File: config.mk
export PLATFORM = sky130hd
export DESIGN_NAME = multi_cycle_adder
export DESIGN_NICKNAME = d
export VERILOG_FILES = /design/src/rtl/multi_cycle_adder.sv
export SDC_FILE = /design/constraint.sdc
export NUM_CORES = 1
export LEC_CHECK = 0
export CORE_MARGIN = 2
export CORE_UTILIZATION = 45
export DETAILED_ROUTE_END_ITERATION = 16
export MAX_ROUTING_LAYER = met4
export PLACE_DENSITY = 0.84
export RECOVER_POWER = 50
export SYNTH_ARGS = -nofsm -noshare
export SYNTH_HDL_FRONTEND = slang
export SYNTH_SLANG_ARGS = --single-unit
File: constraint.sdc
create_clock -name clk -period 2.55 [get_ports clk]
set_clock_uncertainty 0.05 [all_clocks]
set_input_delay 0.51 -clock clk [delete_from_list [all_inputs] [get_ports clk]]
set_output_delay 0.51 -clock clk [all_outputs]
set_load 0.1 [all_outputs]
File: src/rtl/multi_cycle_adder.sv
// multi_cycle_adder: chunk-serial WIDTH-bit adder. Latches an operand pair on
// start, adds CHUNK bits per clock through a registered carry, then pulses done
// with s/cout/ovf valid. K = WIDTH/CHUNK cycles of latency per operation.
// Optional feature macro: SUBTRACT_EN (when defined, sub=1 computes a - b).
module multi_cycle_adder #(
  parameter int WIDTH = 16,
  parameter int CHUNK = 4
) (
  input  logic             clk,
  input  logic             reset,
  input  logic             start,
  input  logic [WIDTH-1:0] a,
  input  logic [WIDTH-1:0] b,
  input  logic             cin,
  input  logic             sub,
  output logic             busy,
  output logic             done,
  output logic [WIDTH-1:0] s,
  output logic             cout,
  output logic             ovf
);

  localparam int K     = WIDTH / CHUNK;
  localparam int IDX_W = (K > 1) ? $clog2(K) : 1;

  typedef enum logic [1:0] {
    IDLE = 2'd0,
    RUN  = 2'd1,
    DONE = 2'd2
  } state_t;

  state_t state, state_next;

  logic [WIDTH-1:0] a_lat;
  logic [WIDTH-1:0] b_lat;
  logic             carry;
  logic [IDX_W-1:0] idx;
  logic [31:0]      chunk_base;

  logic [WIDTH-1:0] b_eff;
  logic             cin_eff;
  logic             accept;
  logic             last_chunk;

  logic [CHUNK-1:0] a_chunk;
  logic [CHUNK-1:0] b_chunk;
  logic [CHUNK:0]   chunk_sum;

`ifdef SUBTRACT_EN
  // Subtraction is a + ~b + 1; the forced carry-in overrides cin.
  assign b_eff   = sub ? ~b : b;
  assign cin_eff = sub ? 1'b1 : cin;
`else
  // Without subtract support the B path is a plain wire and sub is dropped.
  logic sub_unused;
  assign sub_unused = sub;
  assign b_eff      = b;
  assign cin_eff    = cin;
`endif

  // Bit offset of the chunk currently being processed.
  assign chunk_base = 32'(idx) * CHUNK;
  assign a_chunk    = CHUNK'(a_lat >> chunk_base);
  assign b_chunk    = CHUNK'(b_lat >> chunk_base);
  assign chunk_sum  = {1'b0, a_chunk} + {1'b0, b_chunk} + {{CHUNK{1'b0}}, carry};
  assign last_chunk = (idx == IDX_W'(K - 1));

  // FSM state register.
  always_ff @(posedge clk or posedge reset) begin
    if (reset) begin
      state <= IDLE;
    end else begin
      state <= state_next;
    end
  end

  // Next-state logic and status outputs decoded from the current state.
  always_comb begin
    state_next = state;
    busy       = 1'b0;
    done       = 1'b0;
    accept     = 1'b0;
    case (state)
      IDLE: begin
        if (start) begin
          accept     = 1'b1;
          state_next = RUN;
        end
      end
      RUN: begin
        busy = 1'b1;
        if (last_chunk) begin
          state_next = DONE;
        end
      end
      DONE: begin
        done       = 1'b1;
        state_next = IDLE;
      end
      default: begin
        state_next = IDLE;
      end
    endcase
  end

  // Operand capture and the per-chunk add; results persist until overwritten.
  always_ff @(posedge clk or posedge reset) begin
    if (reset) begin
      a_lat <= '0;
      b_lat <= '0;
      carry <= 1'b0;
      idx   <= '0;
      s     <= '0;
      cout  <= 1'b0;
      ovf   <= 1'b0;
    end else if (accept) begin
      a_lat <= a;
      b_lat <= b_eff;
      carry <= cin_eff;
      idx   <= '0;
    end else if (state == RUN) begin
      s[chunk_base +: CHUNK] <= chunk_sum[CHUNK-1:0];
      carry                  <= chunk_sum[CHUNK];
      if (last_chunk) begin
        idx  <= '0;
        cout <= chunk_sum[CHUNK];
        // Top bit of the final chunk is s[WIDTH-1]; same-sign inputs giving
        // a differently-signed result is a two's-complement overflow.
        ovf  <= (a_lat[WIDTH-1] == b_lat[WIDTH-1]) &&
                (chunk_sum[CHUNK-1] != a_lat[WIDTH-1]);
      end else begin
        idx <= idx + IDX_W'(1);
      end
    end
  end

endmodule

After elaboration in Yosys (flattened, before gate mapping)
Index checks and enable logic that the tools add are counted.
Widths: inputs -> output; s select.
- register bits after elaboration: 55
- word-level logic and storage cells: 43
- output and inout bits: 20
- input bits: 37
- shifts and indexed selects: 4
- add/sub/neg operators: 4
- eq/ne operators: 7
- bitwise operators: 1
- reductions and logical operators: 6
- muxes and demuxes: 13
- operator list (operator ; number):
    $neg 4->34 ; 1
    $shift 4x34->16 const A ; 1
    $shiftx 4x34->16 ; 1
    $shr 16x4->4 ; 2
    $bwmux 16 ; 1
    $mux 2 ; 5
    $mux 1 ; 6
    $add 4x4->5 ; 1
    $add 5x1->5 ; 1
    $eq 2x2->1 const B ; 2
    $ne 2x2->1 const B ; 2
    $pmux 2 s2 ; 1
    $reduce_and 2->1 ; 2
    $reduce_and 3->1 ; 1
    $add 2x1->2 const B ; 1
    $eq 2x1->1 const B ; 1
    $logic_not 2->1 ; 1
    $reduce_bool 2->1 ; 1
    $eq 1x1->1 ; 1
    $logic_and 1x1->1 ; 1
    $ne 1x1->1 ; 1
    $not 1->1 ; 1

Logic depth before layout (Yosys ltp)
- depth after elaboration: 5
- gate-level depth with buffers: 7

Worst setup path after synthesis
No wires, ideal clock.
- kind: register to register
- start: register idx[0]
- end: register carry
- arrival: 2.487 ns
- setup time: 0.130 ns
- path slack: -0.117 ns
- period minus slack after synthesis: 2.667 ns
- stages on the path, launching flop included: 8
- path through: dfrtp_1 buf_4 mux4_2 fa_1 fa_1 a21o_1 a21oi_1 o21ai_0
- cells in the longest elaborated chain, start to end: 5
- ends and longest elaborated chain (item ; line ; RTL):
    from (decl) ; 37 ; logic [IDX_W-1:0] idx;
    from (signal assigned) ; 132 ; idx <= idx + IDX_W'(1);
    $shr 16x4->4, on equally long branches ; 63, 64 ;
    $add 4x4->5 * ; 65 ; assign chunk_sum = {1'b0, a_chunk} + {1'b0, b_chunk} + {{CHUNK{1'b0}}, carry};
    $add 5x1->5 * ; 65 ;
    $mux 1 * ; 121 ; end else if (state == RUN) begin
    $mux 1 * ; 116 ; end else if (accept) begin
    to (signal assigned) ; 119 ; carry <= cin_eff;
    to (signal assigned) ; 123 ; carry <= chunk_sum[CHUNK];
    to (decl) ; 36 ; logic carry;
Mark *: on every way between the ends. The rest lies on a longest branch, timed or not. The select of a mux whose other input is x is not followed.
A chain may end at the register's enable or synchronous reset.

Worst setup path after layout
- start: register idx[0]
- end: register s[10]
- cells in the longest elaborated chain, start to end: 5
- ends and longest elaborated chain (item ; line ; RTL):
    $shr 16x4->4, on equally long branches ; 63, 64 ;
    $add 4x4->5 ; 65 ;
    $add 5x1->5 ; 65 ;
    $shiftx 4x34->16 ; 122 ; s[chunk_base +: CHUNK] <= chunk_sum[CHUNK-1:0];
    $bwmux 16 * ; 122 ;
    to (signal, indexed assignment) ; 122 ;
    to (decl) ; 18 ; output logic [WIDTH-1:0] s,
Mark *: on every way between the ends. The rest lies on a longest branch, timed or not.

==> reports/qor.tcl <==
set qor(synth.largest_area_cell) {dfrtp_1}
set qor(clockRootBuffer) {clkbuf_8}
set qor(gr_usage_total) 0.172
set qor(outcome) {finished, final reports clean}
set qor(tightest_pin_transition_ps) 1170
set qor(timing.final.crit_period_ps) 2460
set qor(via_per_inst) 5.32
set qor(r2r-end) {s[10]}
set qor(first_pass_grt_wire_length_mm) 7.94
set qor(clock_latency_ps) 310
set qor(ff2ff_path_depth) 5
set qor(routed_wirelength_mm) 4.92
set qor(total_half_perimeter_wirelength_after_legalization_and_detailed_placement_mm) 3.67
set qor(setup.worst_path.start_class) {register}
set qor(hold_class) {register to register}
set qor(path_clk_slew_ps) 90
set qor(final_net_count) 282
set qor(min_period_over_period) 0.963
set qor(netlist-cell-type-count) 33
set qor(unrepaired_setup_endpoints_after_global_routing) {no}
set qor(achievable-frequency_ghz) 0.407
set qor(synth_edf_count) 0
set qor(cp.required_ps) 2740
set qor(cts_inserted_buffers) 5
set qor(cpPeakStageDelay_ps) 520
set qor(globalRoute.totalOverflow) 0
set qor(crit_path_frequent_cell) {fa_1}
set qor(synth_cells) 171
set qor(timing_hold_violations_final) 0
set qor(io_pins) 57
set qor(final-setup-viol-count) 0
set qor(core.rowCount) 27
set qor(drc) 0
set qor(areaGrowthSynthToFinish_pct) 25.3
set qor(hold_depth) 1
set qor(via_count_of_the_first_global_routing_pass) 1637
set qor(clock-sinks) 55
set qor(grt_antenna_before_repair) 0
set qor(first_iter_violations) 38
set qor(ws_path_type) {register to register}
set qor(timing.max_cap.violations) 0
set qor(finalSetupTns_ps) 0
set qor(gp_routability_congestion) 0.771
set qor(dr_total_vias) 1634
set qor(diodes) 0
set qor(cts_tree) {yes}
set qor(end_kind) {register}
set qor(netlist_top_cells_area) {dfrtp_1 54%, mux2_2 14%, mux4_2 7.0%, a22o_1 5.5%, ha_1 4.4%}
set qor(critical_path.reg2reg.startpoint) {idx[0]}
set qor(dieHeight_um) 79.4
set qor(fill_cells) 467
set qor(synth_largest_type_area_fraction) 0.538
set qor(post_syn_nets) 219
set qor(ys_seq_elements) 55
set qor(synth_flop_cell) {dfrtp_1}
set qor(crit_chain) {mux4_2, fa_1, fa_1, xor2_1, a22o_1}
set qor(proportion_of_synthesized_flip_flops_having_asynchronous_set_or_reset) 1.00
set qor(core_area_um2) 5510
set qor(worstPathMaxFanout) 4
set qor(synth_most_common_cell) {dfrtp_1}
set qor(dieWidth_um) 79.4
set qor(ant_nets) 0
set qor(drtPass1Iterations) 4
set qor(timing.critical_path.to) {s[10]}
set qor(start_util) 0.464
set qor(wl_per_cell_um) 16.0
set qor(crit_path_max_delay_cell_type) {mux4_2}
set qor(numPortBuffers) 55
set qor(synth.yosys.warnings) 0
set qor(seq_area_frac_synth) 0.538
set qor(cts_max_level) 2
set qor(holdBufCountCts) 0
set qor(ys_top_cells_by_count) {55 x dfrtp_1, 32 x mux2_2, 16 x a22o_1}
set qor(slew_headroom) 0.224
set qor(die-area_um2) 6300
set qor(synth_area_per_cell_um2) 14.9
set qor(clockBufferDepth) 2
set qor(reg2reg_setup_slack_ps) 90
set qor(worst_ep_arrival_time_ps) 2640
set qor(cp-startpoint) {idx[0]}
set qor(maximum_number_of_pins_on_one_net_before_global_route_repair) 37
set qor(synthesized_cell_area_um2) 2560
set qor(post_route_cells_drive_above_1_share) 0.311
set qor(timing.final.max_slew_violations) 0
[layer usage]
metal	global-route usage	share of wire	up-vias
met4	0.0448	0.012	0
met5	-	0	-
met2	0.284	0.51	44
met3	0.0396	0.040	7
li1	-	-	763
met1	0.217	0.44	820
[logic make-up (layout without fill, tap and decap cells)]
logic type / Yosys count / after routing / synth area share
mux: 40 / 40 / 0.211
simple gates: 23 / 23 / 0.0631
compound gates: 29 / 29 / 0.0901
buf+inv: 11 / 75 / 0.0303
fa+ha+maj: 11 / 11 / 0.0597
flops: 55 / 55 / 0.538
xor+xnor: 2 / 2 / 0.00685
[what timing repair did]
item	CTS	global route
endpoints found under the setup margin	0	5
gates resized for setup	0	1
buffers inserted	0	1
endpoints found under the hold margin	0	0
[layout by cell type (no fill, tap or decap), types with 2 or more instances in the layout]
cell type / netlist / final
clkbuf_2: 0 / 2
nand2_1: 6 / 6
inv_1: 4 / 4
fa_1: 2 / 2
nor2_1: 4 / 4
mux4_2: 8 / 8
o31ai_1: 2 / 2
dfrtp_1: 55 / 54
ha_1: 9 / 9
clkbuf_8: 0 / 5
buf_4: 2 / 17
clkbuf_1: 0 / 9
clkdlybuf4s50_1: 0 / 34
and4_1: 2 / 2
a22o_1: 16 / 16
o21ai_0: 2 / 2
a21o_1: 3 / 3
nor3b_1: 3 / 2
mux2_2: 32 / 32
a21oi_1: 2 / 2
[how the worst min path moves through the flow]
stage                    from         to  slack, ps
floorplan           a_lat[10]  a_lat[10]        430
global placement    b_lat[10]  b_lat[10]        430
detailed placement  a_lat[10]  a_lat[10]        440
CTS                      s[5]       s[5]        470
global route             s[2]       s[2]        480
finish                   s[5]       s[5]        460
[flip-flops by register name, summed over array words and instances, names as in the netlist]
register / count
a_lat: 16
b_lat: 16
carry: 1
cout: 1
idx: 2
ovf: 1
s: 16
state: 2
[metrics by stage]
step           utilization  instances  hold slack, ps  cell area (µm²)  worst slack (ps)
2_1_floorplan            -        171             425             2560              14.6
3_3_place_gp         0.576        298             434             3170               149
3_5_place_dp         0.576        298             443             3170               105
4_1_cts              0.591        306             465             3250              74.1
5_1_grt              0.582        307             480             3200              14.4
6_report             0.582        307             458             3200              94.7
[critical path, delay by kind of cell (launching register included)]
| family | cells | cell delay [ps] |
|---|---|---|
| flip-flops | 1 | 390 |
| adder cells (fa/ha/maj) | 2 | 860 |
| AO/OA/AOI/OAI | 1 | 200 |
| multiplexers | 1 | 520 |
| XOR/XNOR | 1 | 380 |
[cell type report]
cell class	instances	area, µm²	share of cell area
inverter	5	23.8	0.00742
sequential	55	1380	0.430
timing repair buffer	62	518	0.162
tap	72	90.1	0.0281
clock buffer	6	72.6	0.0227
clock inverter	2	12.5	0.00391
multi-input combinational	105	1110	0.346
Power is not shown: default switching activity piles up to over one toggle a cycle in this logic, so the estimate is an artifact.
